File: config.mk
export PLATFORM = sky130hd
export DESIGN_NAME = adder_subtractor4_bist
export DESIGN_NICKNAME = d
export VERILOG_FILES = /design/src/rtl/adder_subtractor4_bist.sv
export SDC_FILE = /design/constraint.sdc
export NUM_CORES = 1
export LEC_CHECK = 0
export ABC_AREA = 1
export BUFFER_PORTS_ARGS = -buffer_cell sky130_fd_sc_hd__buf_2
export CORE_MARGIN = 2
export CORE_UTILIZATION = 50
export CTS_CLUSTER_DIAMETER = 50
export DETAILED_ROUTE_END_ITERATION = 7
export PLACE_DENSITY = 0.72
export SLEW_MARGIN = 15
export SYNTH_ARGS = -nofsm -noshare
export SYNTH_HDL_FRONTEND = slang
export SYNTH_SLANG_ARGS = --single-unit
File: constraint.sdc
create_clock -name clk -period 8.2 [get_ports clk]
set_clock_uncertainty 0.1 [all_clocks]
set_input_delay 0.41 -clock clk [delete_from_list [all_inputs] [get_ports clk]]
set_output_delay 0.41 -clock clk [all_outputs]
set_load 0.1 [all_outputs]
File: src/rtl/adder_subtractor4_bist.sv
// Built-in self-test engine for the 4-bit adder/subtractor: sweeps all 1024
// {a,b,ci,sub} vectors, checks {co,g} against an internal reference, and logs errors.
module adder_subtractor4_bist #(
  parameter int SETTLE_CYCLES = 1,
  parameter int ERR_CNT_W     = 11
) (
  input  logic                 clk,
  input  logic                 reset,
  input  logic                 start,
  output logic [3:0]           a,
  output logic [3:0]           b,
  output logic                 ci,
  output logic                 sub,
  input  logic [3:0]           g,
  input  logic                 co,
  output logic                 busy,
  output logic                 done,
  output logic                 pass,
  output logic [ERR_CNT_W-1:0] err_count,
  output logic                 first_err_valid,
  output logic [9:0]           first_err_vec
);

  typedef enum logic [1:0] {IDLE, SETTLE, CHECK, DONE} state_t;

  localparam logic [3:0]           SETTLE_LOAD = 4'(SETTLE_CYCLES - 1);
  localparam logic [ERR_CNT_W-1:0] ERR_MAX     = '1;
  localparam logic [ERR_CNT_W-1:0] ERR_ONE     = ERR_CNT_W'(1);

  state_t               state_reg, state_next;
  logic [9:0]           idx_reg, idx_next;
  logic [3:0]           settle_reg, settle_next;
  logic [ERR_CNT_W-1:0] err_reg, err_next;
  logic                 first_valid_reg, first_valid_next;
  logic [9:0]           first_vec_reg, first_vec_next;

  logic [3:0] b_x;
  logic [4:0] expected;
  logic       mismatch;

  // Subtraction is a + ~b + ~ci, so both b and ci are conditionally inverted by sub.
  genvar gi;
  generate
    for (gi = 0; gi < 4; gi++) begin : g_binv
      assign b_x[gi] = idx_reg[2+gi] ^ idx_reg[0];
    end
  endgenerate

  assign expected = {1'b0, idx_reg[9:6]} + {1'b0, b_x} + {4'b0000, idx_reg[1] ^ idx_reg[0]};
  assign mismatch = ({co, g} != expected);

  always_ff @(posedge clk or posedge reset) begin
    if (reset) begin
      state_reg       <= IDLE;
      idx_reg         <= '0;
      settle_reg      <= '0;
      err_reg         <= '0;
      first_valid_reg <= 1'b0;
      first_vec_reg   <= '0;
    end else begin
      state_reg       <= state_next;
      idx_reg         <= idx_next;
      settle_reg      <= settle_next;
      err_reg         <= err_next;
      first_valid_reg <= first_valid_next;
      first_vec_reg   <= first_vec_next;
    end
  end

  always_comb begin
    state_next       = state_reg;
    idx_next         = idx_reg;
    settle_next      = settle_reg;
    err_next         = err_reg;
    first_valid_next = first_valid_reg;
    first_vec_next   = first_vec_reg;
    case (state_reg)
      IDLE, DONE: begin
        if (start) begin
          idx_next         = '0;
          err_next         = '0;
          first_valid_next = 1'b0;
          first_vec_next   = '0;
          settle_next      = SETTLE_LOAD;
          state_next       = SETTLE;
        end
      end
      SETTLE: begin
        if (settle_reg == 4'd0) state_next = CHECK;
        else                    settle_next = settle_reg - 4'd1;
      end
      CHECK: begin
        if (mismatch) begin
          if (err_reg != ERR_MAX) err_next = err_reg + ERR_ONE;
          if (!first_valid_reg) begin
            first_valid_next = 1'b1;
            first_vec_next   = idx_reg;
          end
        end
        if (idx_reg == 10'h3FF) begin
          state_next = DONE;
        end else begin
          idx_next    = idx_reg + 10'd1;
          settle_next = SETTLE_LOAD;
          state_next  = SETTLE;
        end
      end
      default: state_next = IDLE;
    endcase
  end

  // All outputs come from registers only; g/co reach nothing but next-state logic.
  assign a               = idx_reg[9:6];
  assign b               = idx_reg[5:2];
  assign ci              = idx_reg[1];
  assign sub             = idx_reg[0];
  assign busy            = (state_reg == SETTLE) || (state_reg == CHECK);
  assign done            = (state_reg == DONE);
  assign pass            = done && (err_reg == '0);
  assign err_count       = err_reg;
  assign first_err_valid = first_valid_reg;
  assign first_err_vec   = first_vec_reg;

endmodule

==> reports/metrics.yaml <==
status: "finished, final reports clean"
clock-root-buffer: "clkbuf_8"
period_share: 0.405
largest_reg_flops: 11
detailroute.via_count: 2340
ioPinCount: 43
port_buffers: 42
routabilityCongestion: 0.835
layout-drive-gt1-share: 0.178
post_cts_buffers: 0
syn_inst: 351
worstPathMaxFanout: 24
drt_wl_total_mm: 5.53
rows: 26
drv_slew: 0
max_cap_violations: 0
grt_max_degree: 39
hold_viol_final: 0
initial_utilization: 0.511
numCtsBuffers: 5
antenna_left: 0
tightest_slew_ns: 1.03
synth_warnings: 0
viasPerCell: 5.12
hold_buffers: 0
wl_met3_um: 225
syn-cell-area_um2: 2580
relSlewSlack: 0.313
ys_ff_latch: 38
numPlacedInstances: 451
cts_tree: "built"
die-area_um2: 5750
synth-edff-count: 0
critPathRequiredTime_ns: 8.32
fin_nets: 410
clock-sinks: 38
cts_resized: 0
period_minus_slack_ns: 3.32
wl_met1_mm: 2.68
route.met2.wl_mm: 2.55
power.total_mw: 0.689
antenna_cells: 0
crit_family: "adder cells"
drc: 0
antenna_found_initial: 0
die_h_um: 75.8
fin_cells: 457
async_flop_share: 1.00
syn_nets: 373
max_freq_ghz: 0.301
postSynthAreaPerCell_um2: 7.35
finalSetupViolations: 0
dr.first_iter.drc_count: 152
dpl.hpwl_mm: 3.95
grt_overflow: 0
p_leak_nw: 1.64
firstDrtPassIters: 4
synth_ff_type: "dfrtp_1"
die_w_um: 75.8
clk_pin_slew_ns: 0.07
tns_ns: 0
rsz0062_at_grt: "false"
grt_pass1_vias: 2023
worst-path-buf-inv: 1
critical_path_class: "reg -> reg"
timing.hold.ws_ns: 0.127
htreeDepth: 2
endpoint_kind: "flip-flop"
hold_path.class: "in -> async"
grt_util_all_layers: 0.209
synth_cell_types: 34
syn_to_final_growth_pct: 12.3
crit_slowest_cell: "dfrtp_1"
slowest_delay_ns: 0.52
start_kind: "flip-flop"
cts_buffer_depth: 2
ys_seq_area_frac: 0.369
irDropWorstVdd_uv: 123
dp_slack_ns: 4.88
highest_layer: "met4"
crit_arrival_ns: 3.44
core-area_um2: 5040
clk_latency_ns: 0.29
crit_chain: "ha_1, inv_1, fa_1, fa_1, nor2_1, nor2_1, nand2_1, nor2_1, nand3_2, nand3_2, nand2_1, nand2_1"
pwr_density_cell_nw_per_um2: 238
grt_pass1_wl_mm: 9.34
fin_ws_ns: 4.88
wl_per_cell_um: 12.1
## cells by family after synthesis
group | share of synthesized area
AOI/OAI and AO/OA | 0.0607
xor gates and xnor gates | 0.0374
adders and majority gates | 0.0737
buffers and inverters | 0.100
DFF | 0.369
and+or+nand+nor | 0.359
## power by group
part | switching, mW | internal [mW]
logic | 0.259 | 0.0759
clock network | 0.0637 | 0.0649
registers | 0.0199 | 0.206
total | 0.342 | 0.347
## path summary, 6_finish.rpt
check	endpoint	cells past startpoint	startpoint	slack, ns
min in group clk	first_err_vec[0]	2	first_err_vec[0]	0.37
min reg2reg	first_err_vec[0]	2	first_err_vec[0]	0.37
min	first_err_vec[2]	3	reset	0.13
max reg2reg	err_count[8]	12	idx_reg[0]	4.88
max	err_count[8]	12	idx_reg[0]	4.88
max in group asynchronous	err_count[5]	3	reset	7.53
## cells in the mapped netlist (2+ instances only)
cell type | instances | area share
a21oi_1 | 6 | 0.012
a21oi_2 | 2 | 0.0068
buf_2 | 9 | 0.017
dfrtp_1 | 38 | 0.37
fa_1 | 2 | 0.016
ha_1 | 12 | 0.058
inv_1 | 48 | 0.070
inv_2 | 2 | 0.0029
nand2_1 | 103 | 0.15
nand2_2 | 3 | 0.0073
nand3_1 | 25 | 0.049
nand3_2 | 5 | 0.019
nand4_1 | 28 | 0.068
nor2_1 | 21 | 0.031
nor2_2 | 2 | 0.0049
nor2_4 | 2 | 0.0087
nor3_1 | 4 | 0.0078
o21ai_0 | 7 | 0.014
o21ai_1 | 7 | 0.014
or2_2 | 2 | 0.0049
xnor2_1 | 2 | 0.0068
xor2_1 | 9 | 0.031
## stage by stage
stage	cell area, um^2	utilization
2_1_floorplan	2580	-
3_3_place_gp	2810	0.558
3_5_place_dp	2810	0.558
4_1_cts	2900	0.574
5_1_grt	2900	0.574
6_report	2900	0.574
## metal layers
layer	up-vias	track usage
li1	1208	-
met3	5	0.0317
met4	0	0.0624
met2	51	0.324
met1	1076	0.300
met5	-	0
## cells in the final DEF (no fill, tap or decap), drive strengths merged, types with 5 or more instances in the layout
cell type	count
clkbuf	6
a21oi	8
nor2	25
inv	50
nand2	106
nand4	28
dfrtp	38
xor2	9
nand3	30
nor3	5
buf	43
o21ai	14
ha	12
## layout make-up
cell class | count | area (um^2)
repair buffers | 43 | 218
clock buffers | 6 | 82.6
fillers | 487 | 2150
well taps | 70 | 87.6
inverters | 50 | 188
multi-input cells | 250 | 1370
flip-flops and latches | 38 | 951
## tightest hold or removal path: stages
cell and delay (ns):
buf_2 0.09, inv_1 0.04, buf_4 0.42
(Power assumes the default switching activity.)
